[config.mk]
export PLATFORM = sky130hd
export DESIGN_NAME = hack_mem_arbiter
export DESIGN_NICKNAME = d
export VERILOG_FILES = /design/src/rtl/hack_mem_pkg.sv /design/src/rtl/hack_mem_decode.sv /design/src/rtl/hack_mem_arbiter.sv
export SDC_FILE = /design/constraint.sdc
export NUM_CORES = 1
export LEC_CHECK = 0
export BUFFER_PORTS_ARGS = -buffer_cell sky130_fd_sc_hd__buf_4
export CAP_MARGIN = 20
export CORE_MARGIN = 2
export CORE_UTILIZATION = 34
export DETAILED_ROUTE_END_ITERATION = 8
export GPL_TIMING_DRIVEN = 0
export PLACE_DENSITY = 0.69
export SYNTH_ARGS = -nofsm -noshare
export SYNTH_HDL_FRONTEND = slang
export SYNTH_HIERARCHICAL = 1
export SYNTH_SLANG_ARGS = --single-unit
export TNS_END_PERCENT = 1
[constraint.sdc]
create_clock -name clk_i -period 2.2 [get_ports clk_i]
set_input_delay 0.44 -clock clk_i [delete_from_list [all_inputs] [get_ports clk_i]]
set_output_delay 0.44 -clock clk_i [all_outputs]
set_load 0.05 [all_outputs]
[src/rtl/hack_mem_pkg.sv]
// Shared constants and types for the Hack data-memory arbiter and its address decoder.
package hack_mem_pkg;

  localparam logic [14:0] SCREEN_BASE = 15'h4000;
  localparam logic [14:0] KBD_ADDR    = 15'h6000;
  localparam int unsigned RAM_WORDS   = 32768;

  // Which requester owns the read data returning in the next cycle.
  typedef enum logic [2:0] {
    OwnNone,
    OwnCpuRam,
    OwnCpuKbd,
    OwnCpuZero,
    OwnVid
  } owner_e;

endpackage

[src/rtl/hack_mem_decode.sv]
// Hack memory-map decoder: classifies a CPU word address as RAM, keyboard, or unmapped.
module hack_mem_decode (
  input  logic [14:0] cpu_addr_i,
  output logic        is_ram_o,
  output logic        is_kbd_o,
  output logic        is_zero_o
);
  import hack_mem_pkg::*;

  always_comb begin
    is_ram_o  = (cpu_addr_i < KBD_ADDR);
    is_kbd_o  = (cpu_addr_i == KBD_ADDR);
    is_zero_o = (cpu_addr_i > KBD_ADDR);
  end

endmodule

[src/rtl/hack_mem_arbiter.sv]
// Shares the single-port Hack data RAM between the CPU data port and video scanout,
// with a bounded video streak so a waiting CPU is never starved.
module hack_mem_arbiter #(
  parameter int unsigned MAX_VID_STREAK = 4
) (
  input  logic        clk_i,
  input  logic        reset_i,
  input  logic        cpu_req_i,
  input  logic        cpu_we_i,
  input  logic [14:0] cpu_addr_i,
  input  logic [15:0] cpu_wdata_i,
  output logic        cpu_gnt_o,
  output logic        cpu_rvalid_o,
  output logic [15:0] cpu_rdata_o,
  input  logic        vid_req_i,
  input  logic [12:0] vid_addr_i,
  output logic        vid_gnt_o,
  output logic        vid_rvalid_o,
  output logic [15:0] vid_rdata_o,
  input  logic [15:0] kbd_code_i,
  output logic [14:0] mem_addr_o,
  output logic        mem_we_o,
  output logic [15:0] mem_wdata_o,
  input  logic [15:0] mem_rdata_i
);
  import hack_mem_pkg::*;

  // A zero limit still needs a one-bit counter that simply stays at zero.
  localparam int unsigned StreakW = (MAX_VID_STREAK > 0) ? $clog2(MAX_VID_STREAK + 1) : 1;
  localparam logic [StreakW-1:0] StreakMax = StreakW'(MAX_VID_STREAK);

  logic [StreakW-1:0] streak_q, streak_d;
  owner_e             owner_q, owner_d;
  logic [15:0]        kbd_q, kbd_d;
  logic [15:0]        cpu_rdata_q, vid_rdata_q;
  logic               cpu_wins, cpu_gnt, vid_gnt;
  logic               is_ram, is_kbd, is_zero;

  hack_mem_decode u_decode (
    .cpu_addr_i (cpu_addr_i),
    .is_ram_o   (is_ram),
    .is_kbd_o   (is_kbd),
    .is_zero_o  (is_zero)
  );

  always_comb begin
    cpu_wins = cpu_req_i && (streak_q == StreakMax);
    vid_gnt  = !reset_i && vid_req_i && !cpu_wins;
    cpu_gnt  = !reset_i && cpu_req_i && !vid_gnt;

    streak_d = streak_q;
    if (cpu_gnt || !cpu_req_i) begin
      streak_d = '0;
    end else if (vid_gnt && (streak_q != StreakMax)) begin
      streak_d = streak_q + StreakW'(1);
    end
  end

  assign cpu_gnt_o = cpu_gnt;
  assign vid_gnt_o = vid_gnt;

  // Memory-side request and owner tag for the data returning next cycle.
  always_comb begin
    mem_addr_o  = '0;
    mem_we_o    = 1'b0;
    mem_wdata_o = '0;
    owner_d     = OwnNone;
    kbd_d       = kbd_q;
    if (vid_gnt) begin
      mem_addr_o = SCREEN_BASE + {2'b00, vid_addr_i};
      owner_d    = OwnVid;
    end else if (cpu_gnt) begin
      if (is_ram) begin
        mem_addr_o  = cpu_addr_i;
        mem_we_o    = cpu_we_i;
        mem_wdata_o = cpu_wdata_i;
        if (!cpu_we_i) owner_d = OwnCpuRam;
      end else if (is_kbd) begin
        if (!cpu_we_i) begin
          owner_d = OwnCpuKbd;
          kbd_d   = kbd_code_i;
        end
      end else if (is_zero && !cpu_we_i) begin
        owner_d = OwnCpuZero;
      end
    end
  end

  // Return path; the non-owner keeps presenting its last word.
  always_comb begin
    cpu_rvalid_o = 1'b0;
    vid_rvalid_o = 1'b0;
    cpu_rdata_o  = cpu_rdata_q;
    vid_rdata_o  = vid_rdata_q;
    if (reset_i) begin
      cpu_rdata_o = '0;
      vid_rdata_o = '0;
    end else begin
      unique case (owner_q)
        OwnCpuRam: begin
          cpu_rvalid_o = 1'b1;
          cpu_rdata_o  = mem_rdata_i;
        end
        OwnCpuKbd: begin
          cpu_rvalid_o = 1'b1;
          cpu_rdata_o  = kbd_q;
        end
        OwnCpuZero: begin
          cpu_rvalid_o = 1'b1;
          cpu_rdata_o  = '0;
        end
        OwnVid: begin
          vid_rvalid_o = 1'b1;
          vid_rdata_o  = mem_rdata_i;
        end
        default: ;
      endcase
    end
  end

  always_ff @(posedge clk_i) begin
    if (reset_i) begin
      streak_q    <= '0;
      owner_q     <= OwnNone;
      kbd_q       <= '0;
      cpu_rdata_q <= '0;
      vid_rdata_q <= '0;
    end else begin
      streak_q    <= streak_d;
      owner_q     <= owner_d;
      kbd_q       <= kbd_d;
      cpu_rdata_q <= cpu_rdata_o;
      vid_rdata_q <= vid_rdata_o;
    end
  end

endmodule
# Word level (Yosys, flattened, before mapping)

Cells that the tools add are included.

$add $sub $neg: 2
Order comparisons: 2
Equal/unequal tests: 7
Muxes and demuxes: 24
Bitwise logic cells: 4
Reduce and logical (&&, ||, !) cells: 17

Operators by type and width:

| cell                   | number |
|---|---|
| $mux 16                | 6 |
| $pmux 16 s3            | 1 |
| $mux 15                | 3 |
| $add 15x13->15 const A | 1 |
| $eq 15x15->1 const B   | 1 |
| $gt 15x15->1 const B   | 1 |
| $lt 15x15->1 const B   | 1 |
| $mux 3                 | 4 |
| $mux 1                 | 8 |
| $logic_and 1x1->1      | 7 |
| $eq 3x2->1 const B     | 2 |
| $eq 3x3->1 const B     | 2 |
| $reduce_or 3->1        | 2 |
| $logic_not 1->1        | 5 |
| $reduce_and 5->1       | 1 |
| $mux 2                 | 2 |
| $not 1->1              | 4 |
| $add 3x1->3 const B    | 1 |
| $eq 3x1->1 const B     | 1 |
| $ne 3x3->1 const B     | 1 |
| $reduce_or 2->1        | 1 |
| $logic_or 1x1->1       | 1 |

Register bits after elaboration: 54
Output and inout port bits: 68
Word-level logic and storage cells: 62

# Logic depth before layout (Yosys ltp)

Word-level depth: 8
Mapped depth: 7

# By module

Netlist, hierarchy kept.

By module, submodules not included:

| module           | instances | cells an instance | area each (sq um) | sequential area each (sq um) |
|---|---|---|---|---|
| hack_mem_arbiter | 1         | 305               | 2,912.8           | 1,081.0 |
| hack_mem_decode  | 1         | 8                 | 48.8              | 0.0 |

# Least setup slack after synthesis

OpenSTA, ideal clock, no wires.

Path type: register to output
Start point: reg streak_q[0]
End point: out mem_wdata_o[2]
Arrival: 1.731 ns
Slack: 0.029 ns
Stages on the path, launching flop included: 8
Path through: dfxtp_1 inv_1 ha_1 a21bo_2 and3_1 buf_2 buf_2 and2_0

Word-level cells in the longest chain between the ends: 8

Ends and longest elaborated chain:

| what                     | line                    | text |
|---|---|---|
| start: declaration       | hack_mem_arbiter.sv:32  | `logic [StreakW-1:0] streak_q, streak_d;` |
| start signal: assignment | hack_mem_arbiter.sv:129 | `streak_q <= streak_d;` |
| $eq 3x3->1 (*)           | hack_mem_arbiter.sv:47  | `cpu_wins = cpu_req_i && (streak_q == StreakMax);` |
| $logic_and 1x1->1 (*)    | hack_mem_arbiter.sv:47  |  |
| $logic_not 1->1 (*)      | hack_mem_arbiter.sv:48  | `vid_gnt = !reset_i && vid_req_i && !cpu_wins;` |
| $logic_and 1x1->1 (*)    | hack_mem_arbiter.sv:48  |  |
| $logic_not 1->1          | hack_mem_arbiter.sv:49  | `cpu_gnt = !reset_i && cpu_req_i && !vid_gnt;` |
| $logic_and 1x1->1        | hack_mem_arbiter.sv:49  |  |
| $mux 16                  | hack_mem_arbiter.sv:72  | `end else if (cpu_gnt) begin` |
| $mux 16 (*)              | hack_mem_arbiter.sv:69  | `if (vid_gnt) begin` |
| end: declaration         | hack_mem_arbiter.sv:23  | `output logic [15:0] mem_wdata_o,` |

Mark *: on every way between the ends. The rest lies on a longest branch, timed or not.

# Final worst setup path

Start point: reg streak_q[0]
End point: out mem_addr_o[9]

Word-level cells in the longest chain between the ends: 8

Ends and longest elaborated chain:

| what                  | line                   | text |
|---|---|---|
| $eq 3x3->1 (*)        | hack_mem_arbiter.sv:47 |  |
| $logic_and 1x1->1 (*) | hack_mem_arbiter.sv:47 |  |
| $logic_not 1->1 (*)   | hack_mem_arbiter.sv:48 |  |
| $logic_and 1x1->1 (*) | hack_mem_arbiter.sv:48 |  |
| $logic_not 1->1       | hack_mem_arbiter.sv:49 |  |
| $logic_and 1x1->1     | hack_mem_arbiter.sv:49 |  |
| $mux 15               | hack_mem_arbiter.sv:72 |  |
| $mux 15 (*)           | hack_mem_arbiter.sv:69 |  |
| end: declaration      | hack_mem_arbiter.sv:21 | `output logic [14:0] mem_addr_o,` |

Marks and branches as above.

==> impl_metrics.xml <==
<?xml version="1.0" encoding="UTF-8"?>
<metrics>
  <group name="final_layout">
    <metric name="drive_gt1_frac" unit="">0.602</metric>
    <metric name="register_area" unit="sq um">1090</metric>
    <metric name="final_cell_mix" unit="">105 x sky130_fd_sc_hd__buf_4, 56 x sky130_fd_sc_hd__buf_6, 50 x sky130_fd_sc_hd__dfxtp_1</metric>
    <metric name="nFillCells" unit="">769</metric>
    <metric name="finish.net_count" unit="">554</metric>
    <metric name="utilization" unit="">0.568</metric>
    <metric name="area_growth" unit="%">64.9</metric>
    <metric name="layout.cells.most_common" unit="">sky130_fd_sc_hd__buf_4</metric>
    <metric name="multi_input_comb_area" unit="sq um">2020</metric>
    <metric name="n_antenna_cell" unit="">0</metric>
  </group>
  <group name="yosys">
    <metric name="mappedNetlistNets" unit="">396</metric>
    <metric name="post_synth_main_area_contributors" unit="">sky130_fd_sc_hd__dfxtp_1 37%, sky130_fd_sc_hd__o221a_2 11%, sky130_fd_sc_hd__nor2b_1 6.8%</metric>
    <metric name="post-synth-top-area-fraction" unit="">0.365</metric>
    <metric name="synthesis.area_per_instance" unit="sq um">9.46</metric>
    <metric name="synth_seq_area_share" unit="">0.365</metric>
    <metric name="postSynthCellCount" unit="">313</metric>
    <metric name="flops_latches_synth" unit="">54</metric>
    <metric name="post_synthesis_cell_type_count" unit="">35</metric>
    <metric name="post_synth_instance_area" unit="sq um">2960</metric>
    <metric name="synth_top_cell_by_area" unit="">sky130_fd_sc_hd__dfxtp_1</metric>
    <metric name="synth_warnings" unit="">6</metric>
  </group>
  <group name="critical_path">
    <metric name="worst_path_max_delay_cell" unit="">sky130_fd_sc_hd__dfxtp_2</metric>
    <metric name="critPathTopFamily" unit="">compound AO/OA/AOI/OAI gates</metric>
    <metric name="crit_buf_inv" unit="">3</metric>
    <metric name="timing.rr.end" unit="">kbd_q[2]</metric>
    <metric name="crit_chain" unit="">inv_2 &gt; ha_4 &gt; a21bo_4 &gt; and3_4 &gt; buf_6 &gt; a22o_1 &gt; buf_6</metric>
    <metric name="worstPathArrival" unit="ns">1.79</metric>
    <metric name="critical_path.max_fanout" unit="">6</metric>
    <metric name="reg_to_reg_start" unit="">streak_q[0]</metric>
    <metric name="worstRegToRegCells" unit="">6</metric>
    <metric name="worstSetupStartpointType" unit="">flip-flop</metric>
    <metric name="cp_slowest_stage_delay" unit="ns">0.35</metric>
    <metric name="cp_dominant_cell_by_count" unit="">sky130_fd_sc_hd__buf_6</metric>
    <metric name="critPathKind" unit="">flip-flop to output pin</metric>
    <metric name="timing.critical_path.required" unit="ns">1.76</metric>
    <metric name="ff2ff_setup_slack" unit="ns">0.64</metric>
    <metric name="endpoint_kind" unit="">output pin</metric>
  </group>
  <group name="timing">
    <metric name="max_freq" unit="MHz">448</metric>
    <metric name="worst_pin_slew" unit="ns">0.594</metric>
    <metric name="post-route-period-util" unit="">1.01</metric>
    <metric name="final_hold_viol_count" unit="">0</metric>
    <metric name="finalClockSkew" unit="ns">0.00812</metric>
    <metric name="setup_slack" unit="ns">-0.0324</metric>
    <metric name="rsz_0062_raised_after_global_routing" unit="">true</metric>
    <metric name="fin_tns_setup" unit="ns">-0.343</metric>
    <metric name="period_needed" unit="ns">2.23</metric>
    <metric name="finalSetupViolCount" unit="">21</metric>
    <metric name="count_of_pins_over_their_slew_limit" unit="">0</metric>
    <metric name="slew-limit-headroom" unit="">0.604</metric>
    <metric name="fin_hold_ws" unit="ns">0.312</metric>
  </group>
  <group name="floorplan">
    <metric name="floorplan.initialDensity" unit="">0.345</metric>
    <metric name="core_area" unit="sq um">8590</metric>
    <metric name="std_cell_rows" unit="">34</metric>
    <metric name="die_area" unit="sq um">9470</metric>
    <metric name="width_of_the_die" unit="um">97.3</metric>
    <metric name="die_y" unit="um">97.3</metric>
    <metric name="boundaryPins" unit="">149</metric>
  </group>
  <group name="power">
    <metric name="pwr_density_cell" unit="nW/um^2">464</metric>
    <metric name="share_comb_of_total_power" unit="">0.297</metric>
    <metric name="power" unit="mW">2.27</metric>
    <metric name="pwr-share-clk" unit="">0.254</metric>
    <metric name="ir_worst_vdd" unit="uV">292</metric>
    <metric name="p_int" unit="mW">1.56</metric>
    <metric name="sequentialPowerShare" unit="">0.449</metric>
    <metric name="netSwitchingPower" unit="uW">706</metric>
    <metric name="power.static_leakage" unit="nW">2.14</metric>
    <metric name="net_switching_fraction_of_the_power" unit="">0.311</metric>
  </group>
  <group name="run_status">
    <metric name="violations" unit="">setup timing</metric>
    <metric name="outcome" unit="">finished, violations left</metric>
  </group>
  <group name="placed_design">
    <metric name="routabilityCongestion" unit="">0.780</metric>
    <metric name="post-place-ws" unit="ns">0.00914</metric>
    <metric name="dp_hpwl" unit="mm">6.80</metric>
    <metric name="port_buffers" unit="">148</metric>
  </group>
  <group name="clock_network">
    <metric name="cts_root_buf" unit="">sky130_fd_sc_hd__clkbuf_8</metric>
    <metric name="largest_buffer_count_on_any_clock_path" unit="">2</metric>
    <metric name="cts-htree-levels" unit="">2</metric>
    <metric name="worst_skew_pair.late_latency" unit="ns">0.31</metric>
    <metric name="tritoncts.num_buffers" unit="">5</metric>
    <metric name="clkSlewWorstSetupHoldPaths" unit="ns">0.09</metric>
    <metric name="clock_sink_count" unit="">54</metric>
    <metric name="tritoncts" unit="">yes</metric>
  </group>
  <group name="global_route">
    <metric name="grt_max_degree" unit="">16</metric>
    <metric name="grt_pass1_vias" unit="">2827</metric>
    <metric name="grt.overflow.total" unit="">0</metric>
    <metric name="grt_util_all_layers" unit="">0.185</metric>
    <metric name="antenna_violations_before_repair" unit="">0</metric>
    <metric name="wire_length_of_the_first_global_routing_pass" unit="mm">14.4</metric>
  </group>
  <group name="detailed_routing">
    <metric name="drtIter0Drc" unit="">117</metric>
    <metric name="drc_errors" unit="">0</metric>
    <metric name="drt-wirelength-per-cell" unit="um">16.3</metric>
    <metric name="dr_total_vias" unit="">2869</metric>
    <metric name="detail_route.vias_per_cell" unit="">4.95</metric>
    <metric name="detailed_route_wire_length" unit="mm">9.44</metric>
    <metric name="ant_nets_after_route" unit="">0</metric>
    <metric name="drtPass1Iterations" unit="">4</metric>
  </group>
  <group name="worst_hold_path">
    <metric name="worst_hold_path_type" unit="">input port to flip-flop</metric>
    <metric name="hold_path.startpoint" unit="">cpu_we_i</metric>
    <metric name="whs_path_depth" unit="">2</metric>
    <metric name="min_delay_worst_endpoint" unit="">owner_q[0]</metric>
  </group>
  <group name="job">
    <metric name="drv_cap" unit="">0</metric>
  </group>
</metrics>
[cell usage after synthesis (all sizes together)]
cell and instances:
a21bo 1, a21boi 1, a21o 1, a21oi 17
a22o 13, a31oi 2, and2 19, and3 3
buf 16, clkbuf 12, dfxtp 54, ha 2
inv 5, mux2 16, mux2i 17, nand2 2
nand2b 17, nand4 2, nor2 39, nor2b 34
nor3 3, nor3b 2, nor4 3, o221a 32
[flip-flops by register name, indices dropped and copies added, names as in the netlist]
name         cells
streak_q         3
kbd_q           16
owner_q          3
cpu_rdata_q     16
vid_rdata_q     16
[metal layers]
metal,GRT usage,part of all wire
met2,0.305,0.49
met4,0.0395,0.013
met5,0,0
met3,0.0309,0.032
met1,0.256,0.46
[cell type report]
type	instances	area share
multi-input cells	226	0.413
repair buffers	152	0.275
flip-flops and latches	54	0.223
plain buffers	27	0.0387
well taps	108	0.0277
clock buffers	7	0.0177
inverters	5	0.00384
clock inverters	1	0.00102
[how the worst max path moves through the flow]
stage / cells after the start / slack [ns] / endpoint / startpoint
after floorplan: 7 / 0.03 / mem_wdata_o[2] / streak_q[0]
after global placement: 5 / 0.01 / vid_rdata_o[5] / reset_i
after detailed placement: 5 / 0.009 / vid_rdata_o[5] / reset_i
after CTS: 7 / -0.02 / vid_rdata_o[5] / owner_q[1]
after global routing: 7 / -0.09 / mem_addr_o[10] / streak_q[0]
final: 7 / -0.03 / mem_addr_o[9] / streak_q[0]
[power groups by stage]
stage | combinational (mW) | clock, mW | sequential, mW
after floorplan | 0.331 | 0 | 1.03
after global placement | 0.558 | 0 | 1.03
after detailed placement | 0.562 | 0 | 1.03
after CTS | 0.604 | 0.589 | 1.01
after global routing | 0.707 | 0.630 | 1.02
final | 0.673 | 0.577 | 1.02
[logic make-up (layout without fill, tap and decap cells)]
group / after synthesis / in the layout / synth area share
AND/OR/NAND/NOR: 124 / 124 / 0.239
AO/OA/AOI/OAI: 67 / 67 / 0.204
flip-flops: 54 / 54 / 0.365
multiplexers: 33 / 33 / 0.131
buffers and inverters: 33 / 192 / 0.0532
adder cells (fa/ha/maj): 2 / 2 / 0.00845
[timing repair]
| item | CTS | global route |
|---|---|---|
| gates resized for setup | 65 | 83 |
| setup buffers | 2 | 0 |
| pin swaps | 3 | 1 |
| cloned | 0 | 2 |
| setup endpoints to repair | 59 | 63 |
| hold buffers | 0 | 0 |
[through the flow]
| stage | cells | instance area [sq um] |
|---|---|---|
| 3_3_place_gp | 569 | 4210 |
| 5_1_grt | 580 | 4880 |
| 2_1_floorplan | 313 | 2960 |
| 3_5_place_dp | 569 | 4210 |
| 6_report | 580 | 4880 |
| 4_1_cts | 578 | 4530 |
[worst register-to-register path: stages (launching register included)]
cell and delay, ns:
sky130_fd_sc_hd__dfxtp_2 0.35, sky130_fd_sc_hd__inv_2 0.05, sky130_fd_sc_hd__ha_4 0.17, sky130_fd_sc_hd__a21bo_4 0.23
sky130_fd_sc_hd__nand4_4 0.14, sky130_fd_sc_hd__buf_6 0.21, sky130_fd_sc_hd__mux2_4 0.32
Power figures use the tool's default switching activity.
